--- config.mk ---
export PLATFORM = sky130hd
export DESIGN_NAME = i2c_slave_regbank
export DESIGN_NICKNAME = d
export VERILOG_FILES = /design/src/rtl/i2c_slave_regbank.sv
export SDC_FILE = /design/constraint.sdc
export NUM_CORES = 1
export LEC_CHECK = 0
export CORE_UTILIZATION = 30
export CTS_CLUSTER_SIZE = 10
export DETAILED_ROUTE_END_ITERATION = 10
export GPL_TIMING_DRIVEN = 0
export PLACE_DENSITY_LB_ADDON = 0.3
export SETUP_SLACK_MARGIN = 0.1
export SYNTH_ARGS = -nofsm -noshare
export SYNTH_HDL_FRONTEND = slang
export SYNTH_SLANG_ARGS = --single-unit
--- constraint.sdc ---
create_clock -name clk -period 7.25 [get_ports clk]
set_input_delay 0.725 -clock clk [delete_from_list [all_inputs] [get_ports clk]]
set_output_delay 0.725 -clock clk [all_outputs]
set_load 0.01 [all_outputs]
--- src/rtl/i2c_slave_regbank.sv ---
// I2C slave with a NUM_REGS x 8-bit register bank, a host write port and a valid/ready upload port.
// Defining I2C_SLAVE_GENERAL_CALL_EN makes address 0x00 (write only) behave as an own-address write.
module i2c_slave_regbank #(
    parameter int unsigned NUM_REGS     = 16,
    parameter int unsigned REG_AW       = 4,
    parameter logic [6:0]  DEFAULT_ADDR = 7'h24,
    parameter int unsigned SYNC_STAGES  = 2
) (
    input  logic              clk,
    input  logic              rst,
    input  logic              scl_i,
    input  logic              sda_i,
    output logic              sda_oe,
    input  logic              cfg_addr_valid,
    input  logic [6:0]        cfg_addr,
    input  logic              host_wr_en,
    input  logic [REG_AW-1:0] host_wr_idx,
    input  logic [7:0]        host_wr_data,
    input  logic              up_start,
    input  logic [REG_AW-1:0] up_base,
    input  logic [7:0]        up_len,
    output logic [7:0]        up_data,
    output logic              up_valid,
    input  logic              up_ready,
    output logic              up_busy,
    output logic              i2c_busy,
    output logic              i2c_wr_pulse,
    output logic [6:0]        slave_addr
);

    typedef enum logic [3:0] {
        ST_IDLE, ST_ADDR, ST_ADDR_ACK, ST_REG, ST_REG_ACK,
        ST_WDATA, ST_WDATA_ACK, ST_RDATA, ST_RDATA_MACK
    } state_e;

    localparam logic [REG_AW-1:0] LAST_IDX = REG_AW'(NUM_REGS - 1);

    function automatic logic [REG_AW-1:0] idx_inc(input logic [REG_AW-1:0] idx);
        return (idx >= LAST_IDX) ? '0 : idx + 1'b1;
    endfunction

    logic [SYNC_STAGES-1:0] scl_sync_q, sda_sync_q;
    logic                   scl_prev_q, sda_prev_q;
    logic                   scl_s, sda_s, scl_rise, scl_fall, start_det, stop_det;

    // NOTE: clocked state is always assigned with <=; always_comb uses = on its _d variables.
    always_ff @(posedge clk or posedge rst) begin
        if (rst) begin
            scl_sync_q <= '1;
            sda_sync_q <= '1;
            scl_prev_q <= 1'b1;
            sda_prev_q <= 1'b1;
        end else begin
            scl_sync_q <= {scl_sync_q[SYNC_STAGES-2:0], scl_i};
            sda_sync_q <= {sda_sync_q[SYNC_STAGES-2:0], sda_i};
            scl_prev_q <= scl_s;
            sda_prev_q <= sda_s;
        end
    end

    assign scl_s     = scl_sync_q[SYNC_STAGES-1];
    assign sda_s     = sda_sync_q[SYNC_STAGES-1];
    assign scl_rise  = scl_s & ~scl_prev_q;
    assign scl_fall  = ~scl_s & scl_prev_q;
    assign start_det = scl_s & scl_prev_q & sda_prev_q & ~sda_s;
    assign stop_det  = scl_s & scl_prev_q & ~sda_prev_q & sda_s;

    state_e            state_q, state_d;
    logic [2:0]        bit_cnt_q, bit_cnt_d;
    logic [6:0]        sh_q, sh_d, tx_q, tx_d;
    logic              phase_q, phase_d, sda_oe_q, sda_oe_d, rw_q, rw_d, mack_q, mack_d;
    logic              busy_q, busy_d, wr_pulse_q, i2c_we, addr_hit;
    logic [REG_AW-1:0] ptr_q, ptr_d;
    logic [6:0]        slave_addr_q;
    logic [7:0]        rx_byte, ptr_byte;
    logic [7:0]        regs_q [NUM_REGS];

    assign rx_byte  = {sh_q, sda_s};
    assign ptr_byte = regs_q[ptr_q];

    always_comb begin
        addr_hit = (rx_byte[7:1] == slave_addr_q);
        if (rx_byte[7:1] == 7'h00) begin
`ifdef I2C_SLAVE_GENERAL_CALL_EN
            addr_hit = ~rx_byte[0];
`else
            addr_hit = 1'b0;
`endif
        end
    end

    // NOTE: every variable written here gets a default first, so no latch is inferred.
    always_comb begin
        state_d   = state_q;
        bit_cnt_d = bit_cnt_q;
        sh_d      = sh_q;
        tx_d      = tx_q;
        phase_d   = phase_q;
        sda_oe_d  = sda_oe_q;
        ptr_d     = ptr_q;
        rw_d      = rw_q;
        mack_d    = mack_q;
        busy_d    = busy_q;
        i2c_we    = 1'b0;

        case (state_q)
            ST_ADDR, ST_REG, ST_WDATA: begin
                if (scl_rise) begin
                    sh_d      = rx_byte[6:0];
                    bit_cnt_d = bit_cnt_q + 3'd1;
                    if (bit_cnt_q == 3'd7) begin
                        phase_d = 1'b0;
                        if (state_q == ST_ADDR) begin
                            rw_d    = rx_byte[0];
                            state_d = addr_hit ? ST_ADDR_ACK : ST_IDLE;
                        end else if (state_q == ST_REG) begin
                            if (32'(rx_byte) < NUM_REGS) begin
                                ptr_d   = rx_byte[REG_AW-1:0];
                                state_d = ST_REG_ACK;
                            end else begin
                                state_d = ST_IDLE;
                            end
                        end else begin
                            i2c_we  = 1'b1;
                            ptr_d   = idx_inc(ptr_q);
                            state_d = ST_WDATA_ACK;
                        end
                    end
                end
            end
            // Ack slot: phase 0 until the ack-bit rising edge, phase 1 until the slot's closing fall.
            ST_ADDR_ACK, ST_REG_ACK, ST_WDATA_ACK, ST_RDATA_MACK: begin
                if (scl_rise) begin
                    phase_d = 1'b1;
                    mack_d  = ~sda_s;
                end else if (scl_fall && !phase_q) begin
                    sda_oe_d = (state_q != ST_RDATA_MACK);
                end else if (scl_fall) begin
                    sda_oe_d  = 1'b0;
                    bit_cnt_d = 3'd0;
                    phase_d   = 1'b0;
                    if (state_q == ST_ADDR_ACK && !rw_q) begin
                        state_d = ST_REG;
                    end else if (state_q == ST_ADDR_ACK || (state_q == ST_RDATA_MACK && mack_q)) begin
                        tx_d     = ptr_byte[6:0];
                        ptr_d    = idx_inc(ptr_q);
                        sda_oe_d = ~ptr_byte[7];
                        state_d  = ST_RDATA;
                    end else if (state_q == ST_RDATA_MACK) begin
                        state_d = ST_IDLE;
                    end else begin
                        state_d = ST_WDATA;
                    end
                end
            end
            ST_RDATA: begin
                if (scl_rise) begin
                    bit_cnt_d = bit_cnt_q + 3'd1;
                    if (bit_cnt_q == 3'd7) begin
                        phase_d = 1'b0;
                        state_d = ST_RDATA_MACK;
                    end
                end else if (scl_fall) begin
                    tx_d     = {tx_q[5:0], 1'b0};
                    sda_oe_d = ~tx_q[6];
                end
            end
            default: ;
        endcase

        if (start_det) begin
            state_d   = ST_ADDR;
            bit_cnt_d = 3'd0;
            phase_d   = 1'b0;
            sda_oe_d  = 1'b0;
            busy_d    = 1'b1;
        end else if (stop_det) begin
            state_d  = ST_IDLE;
            sda_oe_d = 1'b0;
            busy_d   = 1'b0;
        end
    end

    always_ff @(posedge clk or posedge rst) begin
        if (rst) begin
            state_q      <= ST_IDLE;
            bit_cnt_q    <= 3'd0;
            sh_q         <= '0;
            tx_q         <= '0;
            phase_q      <= 1'b0;
            sda_oe_q     <= 1'b0;
            rw_q         <= 1'b0;
            mack_q       <= 1'b0;
            busy_q       <= 1'b0;
            wr_pulse_q   <= 1'b0;
            ptr_q        <= '0;
            slave_addr_q <= DEFAULT_ADDR;
        end else begin
            state_q    <= state_d;
            bit_cnt_q  <= bit_cnt_d;
            sh_q       <= sh_d;
            tx_q       <= tx_d;
            phase_q    <= phase_d;
            sda_oe_q   <= sda_oe_d;
            rw_q       <= rw_d;
            mack_q     <= mack_d;
            busy_q     <= busy_d;
            wr_pulse_q <= i2c_we;
            ptr_q      <= ptr_d;
            if (cfg_addr_valid) slave_addr_q <= cfg_addr;
        end
    end

    // NOTE: the register bank is reset because its all-zero reset contents are visible to both hosts.
    always_ff @(posedge clk or posedge rst) begin
        if (rst) begin
            for (int i = 0; i < NUM_REGS; i++) regs_q[i] <= 8'h00;
        end else begin
            if (host_wr_en && 32'(host_wr_idx) < NUM_REGS) regs_q[host_wr_idx] <= host_wr_data;
            // Issued last so an I2C store to the same index overrides the host write.
            if (i2c_we) regs_q[ptr_q] <= rx_byte;
        end
    end

    logic              up_busy_q, up_valid_q;
    logic [7:0]        up_data_q, up_cur_byte;
    logic [REG_AW-1:0] up_idx_q, up_idx_next;
    logic [8:0]        up_cnt_q;

    assign up_idx_next = idx_inc(up_idx_q);
    assign up_cur_byte = (32'(up_idx_q) < NUM_REGS) ? regs_q[up_idx_q] : 8'h00;

    // The presented byte is captured, so later writes only affect bytes not yet presented.
    always_ff @(posedge clk or posedge rst) begin
        if (rst) begin
            up_busy_q  <= 1'b0;
            up_valid_q <= 1'b0;
            up_data_q  <= 8'h00;
            up_idx_q   <= '0;
            up_cnt_q   <= 9'd0;
        end else if (!up_busy_q) begin
            if (up_start) begin
                up_busy_q <= 1'b1;
                up_idx_q  <= up_base;
                up_cnt_q  <= (up_len == 8'd0) ? 9'd256 : {1'b0, up_len};
            end
        end else if (!up_valid_q) begin
            up_valid_q <= 1'b1;
            up_data_q  <= up_cur_byte;
        end else if (up_ready) begin
            if (up_cnt_q == 9'd1) begin
                up_valid_q <= 1'b0;
                up_busy_q  <= 1'b0;
            end else begin
                up_cnt_q  <= up_cnt_q - 9'd1;
                up_idx_q  <= up_idx_next;
                up_data_q <= regs_q[up_idx_next];
            end
        end
    end

    assign sda_oe       = sda_oe_q;
    assign i2c_busy     = busy_q;
    assign i2c_wr_pulse = wr_pulse_q;
    assign slave_addr   = slave_addr_q;
    assign up_data      = up_data_q;
    assign up_valid     = up_valid_q;
    assign up_busy      = up_busy_q;

endmodule
# Yosys cells after proc, flatten, opt, wreduce, memory -nomap -nowiden
# Cells that the tools add are included.
[totals]
reg_bits = 195
in_bits = 39
output_inout_bits = 20
word_cells = 248
[op_classes]
n_addsub = 4
order_cmp = 9
eq_ne = 45
muxes = 105
n_bitwise = 17
n_reduce_logical = 31
[op_table]
columns = ["cell", "n"]
rows = [
  ["bitwise mux 128 bit", 2],
  ["two-way mux 128 bit", 2],
  ["two-way mux 4 bit", 28],
  ["binary-select mux 8 bit (select 4 bit)", 3],
  ["two-way mux 8 bit", 11],
  ["demux 8 bit (select 4 bit)", 2],
  ["two-way mux 9 bit", 6],
  ["two-way mux 7 bit", 7],
  ["!= test 4 bit (second input constant)", 12],
  ["two-way mux 1 bit", 28],
  ["!= test 2 bit (second input constant)", 14],
  ["two-way mux 3 bit", 9],
  ["greater-or-equal comparator 5 bit (second input constant)", 4],
  ["inverter 4 -> 5 bit", 4],
  ["== test 4 x 3 -> 1 bit (second input constant)", 4],
  ["AND reduction 8 bit", 2],
  ["AND reduction 5 bit", 3],
  ["case mux 7 bit (2 select lines)", 1],
  ["!= test 3 bit (second input constant)", 4],
  ["case mux 4 bit (3 select lines)", 1],
  ["less-than comparator 5 x 1 -> 1 bit (second input constant)", 2],
  ["AND reduction 10 bit", 1],
  ["== test 9 x 1 -> 1 bit (second input constant)", 1],
  ["subtractor 9 x 1 -> 9 bit (second input constant)", 1],
  ["other kinds (32)", 59],
]

# Depth between registers and ports, before layout
[logic_depth]
word_depth = 13
depth_mapped = 11
mapped_depth_nobuf = 7

# Least setup slack after synthesis
# Ideal clock, no wire load.
[synth_timing]
kind = "reg-to-reg"
start = "register up_idx_q[0]"
end = "register up_data_q[3] (netlist: up_data[3])"
setup_time_ns = 0.137
arrival_ns = 2.221
required_ns = 7.113
slack_ns = 4.891
stages_incl_launch_ff = 9
path_buffers = 2
period_less_slack_ns = 2.359
cell_sequence = "dfrtp_1 ha_1 buf_2 a31oi_4 buf_4 mux4_2 a22o_1 a221oi_1 o31ai_1"
[synth_between]
elab_chain_len = 9
word_cells_on_any_way = 14
cone_classes = "1 x add/sub; 1 x order compare; 10 x mux; 2 x bitwise"
[synth_lines]
columns = ["item", "line", "text"]
rows = [
  ["from (decl)", "227", "logic [REG_AW-1:0] up_idx_q, up_idx_next;"],
  ["from (signal assigned)", "244", "up_idx_q <= up_base;"],
  ["from (signal assigned)", "256", "up_idx_q <= up_idx_next;"],
  ["adder 4 x 1 -> 4 bit or greater-or-equal comparator 4 bit (tied branches)", "39", "return (idx >= LAST_IDX) ? '0 : idx + 1'b1;"],
  ["two-way mux 4 bit", "39", ""],
  ["inverter 4 -> 5 bit (implied by the code)", "257", "up_data_q <= regs_q[up_idx_next];"],
  ["binary-select mux 8 bit (select 4 bit)", "257", ""],
  ["two-way mux 8 bit (implied by the code) (2 in a row)", "257", ""],
  ["two-way mux 8 bit", "251", "if (up_cnt_q == 9'd1) begin"],
  ["two-way mux 8 bit", "250", "end else if (up_ready) begin"],
  ["two-way mux 8 bit (*)", "247", "end else if (!up_valid_q) begin"],
  ["to (signal assigned)", "249", "up_data_q <= up_cur_byte;"],
  ["to (signal assigned)", "257", ""],
  ["to (decl)", "226", "logic [7:0] up_data_q, up_cur_byte;"],
]
# Every way passes the cells marked *; elsewhere a longest branch is shown, timed or not. The select of a mux whose other input is x is not followed.
# A chain may end at the register's enable or synchronous reset.

# Worst setup path in the final report
[layout_timing]
start = "register up_idx_q[1]"
end = "register up_data_q[1] (netlist: up_data[1])"
# Same word-level chain as after synthesis.

==> out/qor.csv <==
metric;value;unit
cpMostUsedCell;clkbuf_1;
cts_tree;built;
critPathRequiredTime;7.61;ns
pwr-share-seq;33.4;%
synth_top_area_share;36.79;%
fmaxAchievable;308.6;MHz
grt_setup_unrepaired;false;
final_cell_mix;dfrtp_1 (187), mux2i_1 (174), nor2_1 (159);
routabilityCongestion;0.9895;
numPlacedInstances;1812;
start_kind;flop;
via_per_inst;5.658;
worstHoldPathType;reg2reg;
num_io_pins;59;
cp.arrival;3.60;ns
layout.nets;1343;
setup-tns-final;0;ns
critPathSlowestCell;clkbuf_1;
finalHoldViolations;0;
crit_chain;ha_1 -> clkbuf_1 -> clkbuf_1 -> nor2_1 -> a22oi_1 -> a221oi_1 -> o31ai_1;
final_common_cell;dfrtp_1;
dieArea;0.04323;sq mm
dpl.hpwl;31.96;mm
setup-violations-final;0;
totalWireLength;43.56;mm
num_rows;75;
drtIter0Drc;1159;
leakagePower;0.005884;uW
antenna_found_initial;0;
ys_ff_latch;195;
grt_start_max_net_pins;107;
skew;0.01581;ns
start_util;30.39;%
syn_area_per_cell;10.45;sq um
finalPower;4890;uW
cts-root-buf;clkbuf_16;
cts_sinks;195;
syn_inst;1217;
path_buf_inv;2;
drv_cap;0;
p_comb_share;46.0;%
drv_slew;0;
die_y;207.9;um
die_w;207.9;um
cts_resized;0;
coreArea;0.04185;sq mm
power_density;335.3;mW/mm^2
via_count;10433;
syn-num-nets;1268;
fin_cells;1844;
first_pass_iters;5;
clkPwrFrac;20.7;%
min_period_over_period;44.70;%
track_usage;20.55;%
synthTopCellsByArea;dfrtp_1 (37%), mux4_2 (15%), mux2i_1 (14%);
cts_made_buffers;17;
h-tree-depth;4;
synthDistinctLibCells;65;
cts.clk_slew.worst_paths;0.07;ns
crit_path_max_incr_delay;0.67;ns
overflow;0;
final_layout_size_suffix_gt1_share;15.79;%
synth_warnings;0;
synth.cell_area;0.01272;sq mm
status;complete, no violations;
p_sw;1992;uW
end_kind;flop;
postCtsSetupBuffers;0;
worst_pin_slew;1.118;ns
syn2layout_area_growth;14.65;%
grt_pass1_wl;66.05;mm
worstSkewPairLatency;0.47;ns
ir_worst_vdd;0.0001777;V
internal_power;2898;uW
remaining_drc_errors;0;
sw_frac_of_total;40.74;%
synthFlopType;dfrtp_1;
ctsLongestPathBuffers;2;
wl_per_cell;23.62;um
grt_pass1_vias;10052;
synthArstFlopShare;100.0;%
ctsHoldBuffers;0;
synth_edf_count;0;
slew_headroom;25.20;%
critical_path.max_fanout;10;
path_delay_family;buffers and inverters;
fin_crit;3.241;ns
diodes;0;
yosys.area.top_type;dfrtp_1;
ys_seq_area_share;38.44;%
critPathKind;reg2reg;
postRouteAntennaNets;0;
io_buffers;55;
Yosys cell counts, types with 3 or more instances:
master    count
nor2b_1       8
or3_1         8
inv_1        17
o31ai_1       7
a22oi_1      14
nand3_1      25
a21oi_1     154
ha_1         12
o211ai_1      5
nand2_1      50
nor3_1       11
a31oi_1       4
nand2b_1      7
o21ai_1       4
mux2i_1     174
o22ai_1      14
a211o_1       3
nor3b_1       4
nor4_1        4
a21o_1        3
buf_2        27
dfstp_2       8
o21ai_0      29
a211oi_1      5
and2_1        8
dfrtp_1     187
buf_1        10
xor2_1        6
mux2_2       37
or3b_2        3
clkbuf_1     60
mux4_2       82
a221oi_1      9
nor2_1      159
nand3b_1      9
a22o_1        7
or2_2         6
flip-flops by register name, summed over array words and instances, names as in the netlist, 7 cells and up:
name	cells
up_cnt_q	9
regs_q	128
sh_q	7
slave_addr	7
up_data	8
tx_q	7
area by class of cell:
type	count	area (sq um)
flip-flops and latches	195	4890
clock buffers	20	456.7
well taps	539	674.4
repair buffers	56	578.1
plain buffers	102	450.4
clock inverters	12	147.6
fillers	4226	27270
multi-input cells	901	7310
inverters	19	78.83
worst reg2reg max path, delay by kind of cell, from the launching register on:
family,cells,cell delay [ns]
AOI/OAI and AO/OA,3,0.93
adders and majority gates,1,0.27
buffers and inverters,2,1.20
DFF,1,0.40
and+or+nand+nor,1,0.35
kinds of logic (layout without fill, tap and decap cells):
kind of cell / count (synthesis) / count (layout) / synth area share [%]
simple gates: 310 / 310 / 11.08
mux: 294 / 294 / 31.60
compound gates: 278 / 278 / 13.11
flops: 195 / 195 / 38.44
buf+inv: 121 / 209 / 4.102
fa+ha+maj: 12 / 12 / 1.180
xor+xnor: 7 / 7 / 0.4820
stage by stage:
stage / hold slack, ns / worst slack [ns] / util (%) / area (sq um)
2_1_floorplan: 0.3452 / 1.226 / - / 12720
3_3_place_gp: 0.3454 / -1.944 / 33.32 / 13950
3_5_place_dp: 0.3470 / 4.051 / 33.41 / 13980
4_1_cts: 0.3586 / 4.042 / 34.85 / 14590
5_1_grt: 0.3660 / 3.926 / 34.85 / 14590
6_report: 0.3570 / 4.009 / 34.85 / 14590
routing by layer:
layer | wire [um] | track usage [%] | vias to the layer above
met5 | 0 | 0 | -
met1 | 18880 | 27.86 | 5245
met2 | 20640 | 33.63 | 418
li1 | - | - | 4687
met4 | 991 | 5.390 | 0
met3 | 3057 | 3.864 | 83
power groups by stage:
stage	Sequential [uW]	Clock (uW)	Combinational [uW]
after global routing	1660	1070	2380
final	1630	1010	2250
after floorplan	1550	0	1510
after CTS	1620	1030	2220
after global placement	1630	0	2190
after detailed placement	1640	0	2210
final timing paths:
path	start	endpoint	slack [ns]	cells after the start
worst max-delay path	up_idx_q[1]	up_data[1]	4.01	7
worst min-delay path	sda_sync_q[0]	sda_sync_q[1]	0.36	0
worst max register to register	up_idx_q[1]	up_data[1]	4.01	7
worst min register to register	sda_sync_q[0]	sda_sync_q[1]	0.36	0
max in group asynchronous	rst	regs_q[6]	5.45	3
min in group asynchronous	rst	regs_q[74]	0.77	2
No activity file was read; power rests on OpenSTA's default activity.
